$ cat src/rtl/elevator_pkg.sv
// Shared types for the SCAN elevator controller: travel direction, FSM state
// and the floor-index width helper.
package elevator_pkg;

  typedef enum logic [1:0] {
    DIR_IDLE = 2'b00,
    DIR_UP   = 2'b01,
    DIR_DOWN = 2'b10
  } dir_e;

  typedef enum logic [1:0] {
    IDLE = 2'b00,
    MOVE = 2'b01,
    DOOR = 2'b10
  } state_e;

  function automatic int floor_w(input int n);
    return $clog2(n);
  endfunction

endpackage

$ cat src/rtl/elevator_call_reg.sv
// Pending-call store for one car: up/down/car masks with clear-over-set priority,
// plus above/below/here/ahead/behind reductions for a queried floor.
module elevator_call_reg
  import elevator_pkg::*;
#(
  parameter int N_FLOORS = 10,
  parameter int FLOOR_W  = floor_w(N_FLOORS)
) (
  input  logic                clk_i,
  input  logic                rst_i,
  input  logic [N_FLOORS-1:0] set_up_i,
  input  logic [N_FLOORS-1:0] set_down_i,
  input  logic [N_FLOORS-1:0] set_car_i,
  input  logic [FLOOR_W-1:0]  floor_i,
  input  dir_e                dir_i,
  input  logic                serve_i,
  input  logic                serve_up_i,
  input  logic                serve_down_i,
  input  logic                serve_car_i,
  output logic [N_FLOORS-1:0] pend_up_o,
  output logic [N_FLOORS-1:0] pend_down_o,
  output logic [N_FLOORS-1:0] pend_car_o,
  output logic                above_o,
  output logic                below_o,
  output logic                here_o,
  output logic                ahead_o,
  output logic                behind_o,
  output logic                here_up_o,
  output logic                here_down_o,
  output logic                here_car_o
);

  // No up call exists at the top floor and no down call at the bottom floor.
  localparam logic [N_FLOORS-1:0] UP_MASK   = {1'b0, {(N_FLOORS-1){1'b1}}};
  localparam logic [N_FLOORS-1:0] DOWN_MASK = {{(N_FLOORS-1){1'b1}}, 1'b0};

  logic [N_FLOORS-1:0] pend_up_q, pend_up_d;
  logic [N_FLOORS-1:0] pend_down_q, pend_down_d;
  logic [N_FLOORS-1:0] pend_car_q, pend_car_d;
  logic [N_FLOORS-1:0] any_q, sel;
  logic [N_FLOORS-1:0] clr_up, clr_down, clr_car;

  assign any_q = pend_up_q | pend_down_q | pend_car_q;

  always_comb begin
    sel     = '0;
    above_o = 1'b0;
    below_o = 1'b0;
    for (int f = 0; f < N_FLOORS; f++) begin
      if (f == int'(floor_i)) sel[f] = 1'b1;
      if (f > int'(floor_i))  above_o = above_o | any_q[f];
      if (f < int'(floor_i))  below_o = below_o | any_q[f];
    end
  end

  assign here_up_o   = |(pend_up_q & sel);
  assign here_down_o = |(pend_down_q & sel);
  assign here_car_o  = |(pend_car_q & sel);
  assign here_o      = here_up_o | here_down_o | here_car_o;

  always_comb begin
    ahead_o  = 1'b0;
    behind_o = 1'b0;
    case (dir_i)
      DIR_UP:   begin ahead_o = above_o; behind_o = below_o; end
      DIR_DOWN: begin ahead_o = below_o; behind_o = above_o; end
      default:  begin ahead_o = 1'b0;    behind_o = 1'b0;    end
    endcase
  end

  // A serve on the same edge as a new request clears it: the call is served.
  always_comb begin
    clr_up      = (serve_i && serve_up_i)   ? sel : '0;
    clr_down    = (serve_i && serve_down_i) ? sel : '0;
    clr_car     = (serve_i && serve_car_i)  ? sel : '0;
    pend_up_d   = (pend_up_q   | (set_up_i & UP_MASK))     & ~clr_up;
    pend_down_d = (pend_down_q | (set_down_i & DOWN_MASK)) & ~clr_down;
    pend_car_d  = (pend_car_q  | set_car_i)                & ~clr_car;
  end

  always_ff @(posedge clk_i or negedge rst_i) begin
    if (!rst_i) begin
      pend_up_q   <= '0;
      pend_down_q <= '0;
      pend_car_q  <= '0;
    end else begin
      pend_up_q   <= pend_up_d;
      pend_down_q <= pend_down_d;
      pend_car_q  <= pend_car_d;
    end
  end

  assign pend_up_o   = pend_up_q;
  assign pend_down_o = pend_down_q;
  assign pend_car_o  = pend_car_q;

endmodule

$ cat src/rtl/elevator_scan_ctrl.sv
// Collective SCAN controller for one car: keeps direction while calls remain
// ahead, stops for car calls and same-direction hall calls, then reverses.
module elevator_scan_ctrl
  import elevator_pkg::*;
#(
  parameter int N_FLOORS      = 10,
  parameter int FLOOR_W       = floor_w(N_FLOORS),
  parameter int TRAVEL_CYCLES = 4,
  parameter int DOOR_CYCLES   = 3,
  parameter int RESET_FLOOR   = 0
) (
  input  logic                clk_i,
  input  logic                rst_i,
  input  logic [N_FLOORS-1:0] hall_up_i,
  input  logic [N_FLOORS-1:0] hall_down_i,
  input  logic [N_FLOORS-1:0] car_call_i,
  output logic [FLOOR_W-1:0]  floor_o,
  output logic [1:0]          direction_o,
  output logic                door_open_o,
  output logic                arrived_o,
  output logic [N_FLOORS-1:0] pend_up_o,
  output logic [N_FLOORS-1:0] pend_down_o,
  output logic [N_FLOORS-1:0] pend_car_o,
  output state_e              state_o
);

  localparam int TW = $clog2(TRAVEL_CYCLES + 1);
  localparam int DW = $clog2(DOOR_CYCLES + 1);
  localparam logic [TW-1:0]      TRAVEL_LOAD = TW'(TRAVEL_CYCLES - 1);
  localparam logic [DW-1:0]      DOOR_LOAD   = DW'(DOOR_CYCLES - 1);
  localparam logic [FLOOR_W-1:0] RST_FLOOR   = FLOOR_W'(RESET_FLOOR);
  localparam logic [FLOOR_W-1:0] TOP_FLOOR   = FLOOR_W'(N_FLOORS - 1);

  state_e              state_q, state_d;
  dir_e                dir_q, dir_d;
  logic [FLOOR_W-1:0]  floor_q, floor_d;
  logic [TW-1:0]       travel_q, travel_d;
  logic [DW-1:0]       door_q, door_d;
  logic                arrived_q, arrived_d;

  logic serve, serve_up, serve_down, serve_car, stop;
  logic above, below, here, ahead, behind, here_up, here_down, here_car;

  // Decode is taken at floor_d so a stop is judged at the floor just reached.
  elevator_call_reg #(
    .N_FLOORS (N_FLOORS),
    .FLOOR_W  (FLOOR_W)
  ) u_call_reg (
    .clk_i        (clk_i),
    .rst_i        (rst_i),
    .set_up_i     (hall_up_i),
    .set_down_i   (hall_down_i),
    .set_car_i    (car_call_i),
    .floor_i      (floor_d),
    .dir_i        (dir_q),
    .serve_i      (serve),
    .serve_up_i   (serve_up),
    .serve_down_i (serve_down),
    .serve_car_i  (serve_car),
    .pend_up_o    (pend_up_o),
    .pend_down_o  (pend_down_o),
    .pend_car_o   (pend_car_o),
    .above_o      (above),
    .below_o      (below),
    .here_o       (here),
    .ahead_o      (ahead),
    .behind_o     (behind),
    .here_up_o    (here_up),
    .here_down_o  (here_down),
    .here_car_o   (here_car)
  );

  always_comb begin
    floor_d = floor_q;
    if (state_q == MOVE && travel_q == '0) begin
      if (dir_q == DIR_UP && floor_q != TOP_FLOOR)       floor_d = floor_q + FLOOR_W'(1);
      else if (dir_q == DIR_DOWN && floor_q != '0)       floor_d = floor_q - FLOOR_W'(1);
    end
  end

  assign stop = here_car | ((dir_q == DIR_UP) ? here_up : here_down) |
                (!ahead && (here_up || here_down));

  always_comb begin
    state_d    = state_q;
    dir_d      = dir_q;
    travel_d   = travel_q;
    door_d     = door_q;
    serve      = 1'b0;
    serve_up   = 1'b0;
    serve_down = 1'b0;
    serve_car  = 1'b0;
    case (state_q)
      IDLE: begin
        dir_d = DIR_IDLE;
        if (here) begin
          state_d = DOOR;
          door_d  = DOOR_LOAD;
        end else if (above) begin
          state_d  = MOVE;
          dir_d    = DIR_UP;
          travel_d = TRAVEL_LOAD;
        end else if (below) begin
          state_d  = MOVE;
          dir_d    = DIR_DOWN;
          travel_d = TRAVEL_LOAD;
        end
      end
      MOVE: begin
        if (travel_q != '0) begin
          travel_d = travel_q - TW'(1);
        end else if (stop) begin
          state_d = DOOR;
          door_d  = DOOR_LOAD;
        end else if (ahead) begin
          travel_d = TRAVEL_LOAD;
        end else begin
          state_d = IDLE;
          dir_d   = DIR_IDLE;
        end
      end
      DOOR: begin
        if (door_q != '0) begin
          door_d = door_q - DW'(1);
        end else if (ahead) begin
          state_d  = MOVE;
          travel_d = TRAVEL_LOAD;
        end else if (behind) begin
          state_d  = MOVE;
          dir_d    = (dir_q == DIR_UP) ? DIR_DOWN : DIR_UP;
          travel_d = TRAVEL_LOAD;
        end else begin
          state_d = IDLE;
          dir_d   = DIR_IDLE;
        end
      end
      default: begin
        state_d = IDLE;
        dir_d   = DIR_IDLE;
      end
    endcase

    // While the door is (or is about to be) open, matching calls at this floor are served.
    if (state_d == DOOR) begin
      serve     = 1'b1;
      serve_car = 1'b1;
      case (dir_q)
        DIR_UP:   begin serve_up = 1'b1;  serve_down = !ahead; end
        DIR_DOWN: begin serve_down = 1'b1; serve_up = !ahead;  end
        default:  begin serve_up = 1'b1;  serve_down = 1'b1;   end
      endcase
    end
  end

  assign arrived_d = (state_d == DOOR) && (state_q != DOOR);

  always_ff @(posedge clk_i or negedge rst_i) begin
    if (!rst_i) begin
      state_q   <= IDLE;
      dir_q     <= DIR_IDLE;
      floor_q   <= RST_FLOOR;
      travel_q  <= '0;
      door_q    <= '0;
      arrived_q <= 1'b0;
    end else begin
      state_q   <= state_d;
      dir_q     <= dir_d;
      floor_q   <= floor_d;
      travel_q  <= travel_d;
      door_q    <= door_d;
      arrived_q <= arrived_d;
    end
  end

  assign floor_o     = floor_q;
  assign direction_o = dir_q;
  assign door_open_o = (state_q == DOOR);
  assign arrived_o   = arrived_q;
  assign state_o     = state_q;

endmodule

$ cat config.mk
export PLATFORM = sky130hd
export DESIGN_NAME = elevator_scan_ctrl
export DESIGN_NICKNAME = d
export VERILOG_FILES = /design/src/rtl/elevator_pkg.sv /design/src/rtl/elevator_call_reg.sv /design/src/rtl/elevator_scan_ctrl.sv
export SDC_FILE = /design/constraint.sdc
export NUM_CORES = 1
export LEC_CHECK = 0
export ABC_AREA = 1
export CAP_MARGIN = 5
export CELL_PAD_IN_SITES_DETAIL_PLACEMENT = 1
export CELL_PAD_IN_SITES_GLOBAL_PLACEMENT = 1
export CORE_AREA = 4 4 105 107
export DETAILED_ROUTE_END_ITERATION = 16
export DIE_AREA = 0 0 109 111
export PLACE_DENSITY = 0.84
export SLEW_MARGIN = 10
export SYNTH_ARGS = -nofsm -noshare
export SYNTH_HDL_FRONTEND = slang
export SYNTH_SLANG_ARGS = --single-unit
$ cat constraint.sdc
create_clock -name clk_i -period 2.8 [get_ports clk_i]
set_input_delay 0.42 -clock clk_i [delete_from_list [all_inputs] [get_ports clk_i]]
set_output_delay 0.42 -clock clk_i [all_outputs]
set_load 0.01 [all_outputs]
# Yosys cells after proc, flatten, opt, wreduce, memory -nomap -nowiden
# Index checks and enable logic that the tools add are counted.
[word_totals]
register_bits = 44
inputBits = 32
output_inout_bits = 40
[classes]
addsub = 4
n_lt_le_gt_ge = 19
n_eq_ne = 29
n_mux = 79
n_bitwise = 35
n_reduce_logical = 22
[ops]
columns = ["operator", "n"]
rows = [
  ["10-bit bitwise AND", 6],
  ["2-bit two-way mux", 21],
  ["10-bit bitwise OR", 4],
  ["1-bit two-way mux", 37],
  ["10-bit two-way mux", 3],
  ["10-bit inverter", 3],
  ["10-bit OR reduction", 3],
  ["3-bit two-way mux", 9],
  ["4-bit equality test (first input constant)", 6],
  ["1-bit bitwise OR", 21],
  ["2-bit != test (second input constant)", 9],
  ["2-bit one-hot mux with 3 select lines", 3],
  ["3-bit by 4-bit > comparator with 1-bit output (first input constant)", 4],
  ["3-bit by 4-bit less-than comparator with 1-bit output (first input constant)", 4],
  ["4-bit two-way mux", 3],
  ["10-bit by 9-bit bitwise OR with 10-bit output", 1],
  ["5-bit AND reduction", 2],
  ["3-bit one-hot mux with 3 select lines", 1],
  ["3-bit by 4-bit equality test with 1-bit output (first input constant)", 2],
  ["2-bit by 4-bit > comparator with 1-bit output (first input constant)", 2],
  ["4-bit > comparator (first input constant)", 2],
  ["1-bit by 4-bit less-than comparator with 1-bit output (first input constant)", 2],
  ["2-bit by 4-bit less-than comparator with 1-bit output (first input constant)", 2],
  ["4-bit less-than comparator (first input constant)", 2],
  ["other kinds (24)", 36],
]

# Depth between registers and ports, before layout
[logic_depth]
ltp_word = 38
ltp_mapped = 26
mapped_depth_nobuf = 26

# Cells and area by module
# A second synthesis with hierarchy kept.
[hier_totals]
hier_cells = 386
hier_area_um2 = 2781.4
[modules_own_cells]
columns = ["mod", "n_inst", "cells_each", "area_per_inst_um2"]
rows = [
  ["elevator_call_reg", 1, 246, 1771.7],
  ["elevator_scan_ctrl", 1, 140, 1009.7],
]

# Worst setup path after synthesis
# No wires, ideal clock.
[synth_timing]
path_kind = "register to register"
startpoint = "register floor_q[1] (netlist: floor_o[1])"
endpoint = "register u_call_reg.pend_car_q[8] (netlist: u_call_reg.pend_car_o[8])"
setup_time_ps = 116
arrival_ps = 2572
t_required_ps = 2684
setup_slack_ps = 111
path_stages_with_launch = 26
path_buffers = 2
path_cell_list = "dfrtp_1 inv_1 ha_1 nand3_2 nand2_2 nand2_1 nand2_1 nand3_1 nand2_2 nand2_4 buf_12 inv_6 nand2_8 nor2_4 nand2_1 nand3_1 nor2_1 nand2_2 nand2_1 nand2_1 nor2_4 nand3_2 nand2_4 buf_8 o21bai_2 inv_1"
[synth_via]
elab_chain_len = 37
elab_cells_between_ends = 115
cone_classes = "2 x add/sub; 19 x order compare; 11 x eq/ne; 47 x mux; 26 x bitwise; 10 x reduce/logical"
[synth_rtl]
columns = ["item", "line_no", "rtl"]
rows = [
  ["from (decl)", "elevator_scan_ctrl.sv:36", "logic [FLOOR_W-1:0] floor_q, floor_d;"],
  ["from (signal assigned)", "elevator_scan_ctrl.sv:168", "floor_q <= floor_d;"],
  ["parallel branches: the longest is 3 deep, another holds 4-bit by 1-bit subtractor with 4-bit output", "n/a", ""],
  ["4-bit two-way mux *", "elevator_scan_ctrl.sv:76", "if (dir_q == DIR_UP && floor_q != TOP_FLOOR) floor_d = floor_q + FLOOR_W'(1);"],
  ["4-bit two-way mux *", "elevator_scan_ctrl.sv:75", "if (state_q == MOVE && travel_q == '0) begin"],
  ["named net floor_d[3]", "elevator_scan_ctrl.sv:36", ""],
  ["1-bit by 4-bit less-than comparator with 1-bit output", "elevator_call_reg.sv:52", "if (f < int'(floor_i)) below_o = below_o | any_q[f];"],
  ["1-bit two-way mux", "elevator_call_reg.sv:52", ""],
  ["1-bit bitwise OR", "elevator_call_reg.sv:52", ""],
  ["1-bit two-way mux", "elevator_call_reg.sv:52", ""],
  ["[... 21 more ...]", "n/a", ""],
  ["2-bit two-way mux", "elevator_scan_ctrl.sv:110", "if (travel_q != '0) begin"],
  ["2-bit one-hot mux with 3 select lines", "elevator_scan_ctrl.sv:93", "case (state_q)"],
  ["2-bit equality test", "elevator_scan_ctrl.sv:144", "if (state_d == DOOR) begin"],
  ["1-bit two-way mux", "elevator_scan_ctrl.sv:144", ""],
  ["10-bit two-way mux *", "elevator_call_reg.sv:75", "clr_car = (serve_i && serve_car_i) ? sel : '0;"],
  ["10-bit inverter *", "elevator_call_reg.sv:78", "pend_car_d = (pend_car_q | set_car_i) & ~clr_car;"],
  ["10-bit bitwise AND *", "elevator_call_reg.sv:78", ""],
  ["named net u_call_reg.pend_car_d[8]", "elevator_call_reg.sv:39", "logic [N_FLOORS-1:0] pend_car_q, pend_car_d;"],
  ["to (signal assigned)", "elevator_call_reg.sv:89", "pend_car_q <= pend_car_d;"],
  ["to (decl)", "elevator_call_reg.sv:39", ""],
]
# Mark *: on every way through the listed nets, which the timed path passes.
# A chain may end at the register's enable or synchronous reset.

# Final worst setup path
[layout_timing]
startpoint = "register floor_q[0] (netlist: floor_o[0])"
endpoint = "register travel_q[1]"
[layout_via]
elab_chain_len = 31
elab_cells_between_ends = 111
cone_classes = "2 x add/sub; 19 x order compare; 15 x eq/ne; 40 x mux; 24 x bitwise; 11 x reduce/logical"
[layout_rtl]
columns = ["item", "line_no", "rtl"]
rows = [
  ["parallel branches: the longest is 3 deep, another holds 4-bit by 1-bit subtractor with 4-bit output", "n/a", ""],
  ["4-bit two-way mux *", "elevator_scan_ctrl.sv:76", ""],
  ["4-bit two-way mux *", "elevator_scan_ctrl.sv:75", ""],
  ["named net floor_d[2]", "elevator_scan_ctrl.sv:36", ""],
  ["1-bit by 4-bit less-than comparator with 1-bit output", "elevator_call_reg.sv:52", ""],
  ["1-bit two-way mux", "elevator_call_reg.sv:52", ""],
  ["1-bit bitwise OR", "elevator_call_reg.sv:52", ""],
  ["1-bit two-way mux", "elevator_call_reg.sv:52", ""],
  ["[... 14 more ...]", "n/a", ""],
  ["1-bit bitwise OR", "elevator_call_reg.sv:52", ""],
  ["1-bit two-way mux", "elevator_call_reg.sv:52", ""],
  ["1-bit one-hot mux with 2 select lines", "elevator_call_reg.sv:64", "case (dir_i)"],
  ["1-bit logical NOT", "elevator_scan_ctrl.sv:82", "(!ahead && (here_up || here_down));"],
  ["1-bit logical AND", "elevator_scan_ctrl.sv:82", ""],
  ["1-bit bitwise OR", "elevator_scan_ctrl.sv:81", "assign stop = here_car | ((dir_q == DIR_UP) ? here_up : here_down) |"],
  ["3-bit by 2-bit != test with 1-bit output (no source line)", "n/a", ""],
  ["7-bit AND reduction (no source line)", "n/a", ""],
  ["to (signal assigned)", "elevator_scan_ctrl.sv:169", "travel_q <= travel_d;"],
  ["to (decl)", "elevator_scan_ctrl.sv:37", "logic [TW-1:0] travel_q, travel_d;"],
]
# Mark *: on every way through the listed nets, which the timed path passes. The select of a mux whose other input is x is not followed.

==> metrics.csv <==
stage,metric,value,unit
synth,compound-cell area share of the yosys netlist,5.53,%
sta,final critical-path required period,3.08,ns
die,die footprint,12100,um2
clock_tree,Max H-tree Level,2,
setup_path,startpoint types,flop,
power_and_ir_drop,static leakage power,0.00256,uW
sta,Post-Route Setup TNS,-8.56,ns
detailed_routing,number of nets still failing antenna checks after routing,0,
detailed_routing,wire length per cell after detailed routing,18.1,um
synth,simple-gate share of the synthesized area,45.6,%
final_layout,fraction of final layout cells with drive strength greater than 1,41.3,%
power_and_ir_drop,fraction of power consumed by combinational cells,78.3,%
final_layout,FILL cells,1211,
detailed_routing,total DRC errors in the routed layout,0,
global_route,GR Util All Layers,21.9,%
clock_tree,sink count of the clock tree,44,
setup_path,worst endpoint data arrival time,3.30,ns
clock_tree,maximum number of buffers from clock root to sink,2,
detailed_routing,wire length reported by the detailed router,13.4,mm
sta,slew at the pin with the worst max-slew slack,1.05,ns
power_and_ir_drop,Switching Power,3220,uW
power_and_ir_drop,internal cell power,3200,uW
die,floorplan row count,37,
clock_tree,count of hold-fix buffers inserted at cts,0,
global_route,total overflow reported by the global router,0,
clock_tree,number of buffers created by CTS,5,
sta,Final Cycle Share,110,%
synth,number of library cell types mapped by synthesis,36,
synth,adder-cell share of the synthesized area,3.07,%
sta,Clock Skew,0.00989,ns
clock_tree,Worst-path clk slew,0.09,ns
die,floorplan die height,111,um
synth,number of synthesized register bits,44,
place,routability congestion estimate,0.845,
clock_tree,clk_lat worst skew,0.32,ns
place,"worst slack, placed",-0.367,ns
die,ports placed on the boundary,72,
clock_tree,CTS tree,built,
worst_hold_path,class of the worst hold path,input port to asynchronous set/reset pin,
power_and_ir_drop,total power divided by cell area,1180,nW/um2
detailed_routing,Initial DRT Pass Iterations,4,
synth,number of standard cells after synthesis,442,
power_and_ir_drop,part of the power in registers,14.9,%
synth,xor and xnor area share after synthesis,0.269,%
place,Port-buffer cells,69,
power_and_ir_drop,Sw Share,50.2,%
global_route,global-route wire length before repair,20.8,mm
global_route,largest net degree at the start of global routing,45,
synth,net count after synthesis,482,
sta,relative max-transition margin,29.8,%
setup_path,worst setup path category,flop to flop,
sta,unrepaired setup endpoints after global routing,yes,
synth,proportion of synthesized chip area in sequential cells,33.8,%
place,Post-DP HPWL,8.52,mm
die,area of the core,10100,um2
power_and_ir_drop,VDD IR-drop max,0.000599,V
setup_path,kind of capture point of the worst setup path,flop,
synth,yosys synthesis warning count,0,
final_layout,count of nets after finishing,644,
synth,post-synthesis mux area share,0,%
final_layout,final antenna diode count,0,
setup_path,largest fanout on the critical path,5,
sta,"crit path setup slack, layout",-0.282,ns
synth,total standard cell area after synthesis,3260,um2
synth,dominant combinational cell family by area after synthesis,simple AND/OR/NAND/NOR gates,
sta,fmax,0.324,GHz
sta,final hold violations,0,
flow_run,Maximum Capacitance Violations,0,
sta,final setup vio count,40,
detailed_routing,Via-to-Cell Ratio,4.87,
final_layout,area added between synthesis and finish,67.7,%
detailed_routing,first-iteration detailed-routing DRC count,137,
global_route,antenna violations before repair,0,
detailed_routing,Via Count,3609,
clock_tree,root buffer cell,clkbuf_8,
sta,max-slew violation total from the final report,0,
power_and_ir_drop,clock network fraction of design power,6.9,%
status,run status,finished with violations,
status,violated checks,negative setup slack,
synth,Mapped Avg Cell Area,7.37,um2
setup_path,data required time of the critical path,3.02,ns
die,starting density of the core,32.1,%
sta,Final Hold Slack,0.283,ns
final_layout,area occupied by registers,1100,um2
final_layout,multi-input logic area,2250,um2
global_route,vias in the first global route,3927,
die,width of the die,109,um
cells in the final DEF (no fill, tap or decap), drive strengths merged, types with 2 or more instances in the layout:
cell | Yosys | layout
a21oi | 2 | 2
buf | 7 | 93
clkbuf | 0 | 8
clkdlybuf4s50 | 0 | 68
dfrtp | 44 | 44
ha | 8 | 8
inv | 80 | 80
nand2 | 130 | 131
nand3 | 38 | 38
nand3b | 4 | 4
nand4 | 30 | 30
nor2 | 49 | 49
nor3 | 6 | 6
o21ai | 10 | 10
o21bai | 11 | 11
or2 | 18 | 18
or3 | 3 | 3
power by group through the flow:
stage | combinational [uW] | clock (uW) | sequential [uW]
after CTS | 4400 | 457 | 944
after global routing | 5370 | 481 | 978
after global placement | 3330 | 0 | 935
after detailed placement | 3460 | 0 | 950
final | 5020 | 440 | 954
after floorplan | 2030 | 0 | 980
state kept, by name, indices dropped and copies added (netlist names):
name / flops
floor_o: 4
u_call_reg.pend_car_o: 10
direction_o: 2
state_o: 2
u_call_reg.pend_up_o: 10
door_q: 2
travel_q: 3
u_call_reg.pend_down_o: 10
arrived_o: 1
Yosys cell counts:
cell      number  area [um2]
a21oi_1        1        5.00
a21oi_2        1        8.76
buf_12         1        20.0
buf_2          3        15.0
buf_4          2        15.0
buf_8          1        15.0
clkinv_1       1        3.75
dfrtp_1       44        1100
ha_1           8         100
inv_1         68         255
inv_2         10        37.5
inv_6          1        8.76
inv_8          1        11.3
nand2_1      111         417
nand2_2       13        81.3
nand2_4        5        56.3
nand2_8        1        20.0
nand3_1       32         160
nand3_2        5        50.1
nand3_4        1        17.5
nand3b_1       4        30.0
nand4_1       28         175
nand4_2        2        25.0
nor2_1        33         124
nor2_2         8        50.1
nor2_4         5        56.3
nor2_8         3        60.1
nor3_1         6        30.0
o21ai_0        7        35.0
o21ai_1        3        15.0
o21bai_1       4        30.0
o21bai_2       6        67.6
o21bai_4       1        18.8
or2_2         18         113
or3_1          3        18.8
xor2_1         1        8.76
worst max-delay path: stages (launching register included):
cell and delay [ns]:
dfrtp_1 0.41, buf_6 0.14, ha_4 0.16, nand3_4 0.09
nand2_4 0.10, nand2_4 0.10, nand3_2 0.11, nand2_4 0.13
nand2_8 0.09, buf_12 0.14, nor2_4 0.14, nand2_1 0.07
nand3b_1 0.09, nand2_1 0.07, nand2_2 0.08, nor2_4 0.04
nand2_2 0.09, nand2_2 0.07, nand2_2 0.09, nand2_4 0.07
buf_4 0.14, buf_4 0.12, nand2_1 0.06, nand2_2 0.08
buf_6 0.13, nand4_1 0.09, nand2_1 0.07
layer usage:
metal / up-vias / global-route usage [%] / share of wire (%)
li1: 1721 / - / -
met4: 0 / 6.73 / 2.2
met5: - / 0 / 0
met2: 76 / 39.5 / 55
met1: 1789 / 26.2 / 40
met3: 23 / 3.38 / 2.7
cells by family after synthesis:
| logic type | after synthesis |
|---|---|
| AOI/OAI and AO/OA | 23 |
| and+or+nand+nor | 278 |
| DFF | 44 |
| buffers and inverters | 88 |
| adders and majority gates | 8 |
| xor gates and xnor gates | 1 |
worst paths after layout:
path / start / to / slack (ns) / depth (start not counted)
worst max-delay path: floor_o[0] / travel_q[1] / -0.28 / 26
worst min-delay path: rst_i / floor_o[3] / 0.28 / 1
worst max register to register: floor_o[0] / travel_q[1] / -0.28 / 26
worst min register to register: door_q[1] / door_q[1] / 0.53 / 2
max in group asynchronous: rst_i / u_call_reg.pend_car_o[0] / 1.86 / 1
min in group clk_i: door_q[1] / door_q[1] / 0.53 / 2
layout make-up:
| type | count | area share (%) |
|---|---|---|
| inverters | 81 | 6.07 |
| well taps | 136 | 3.12 |
| multi-input cells | 311 | 41.2 |
| flip-flops and latches | 44 | 20.2 |
| clock buffers | 8 | 1.65 |
| repair buffers | 161 | 27.8 |
stage by stage:
| stage | util [%] | area (um2) | std cells | power, uW |
|---|---|---|---|---|
| floorplan | - | 3260 | 442 | 3010 |
| finish | 53.8 | 5460 | 741 | 6420 |
| global route | 53.8 | 5460 | 741 | 6830 |
| global placement | 44.8 | 4540 | 698 | 4260 |
| detailed placement | 44.8 | 4540 | 698 | 4410 |
| CTS | 51.7 | 5240 | 730 | 5800 |
what timing repair did:
item,4_1_cts,5_1_grt
buffers inserted,25,11
resized for setup,100,35
cloned,1,0
pin swaps,33,20
endpoints found under the setup margin,40,40
No activity file was read; power rests on OpenSTA's default activity.
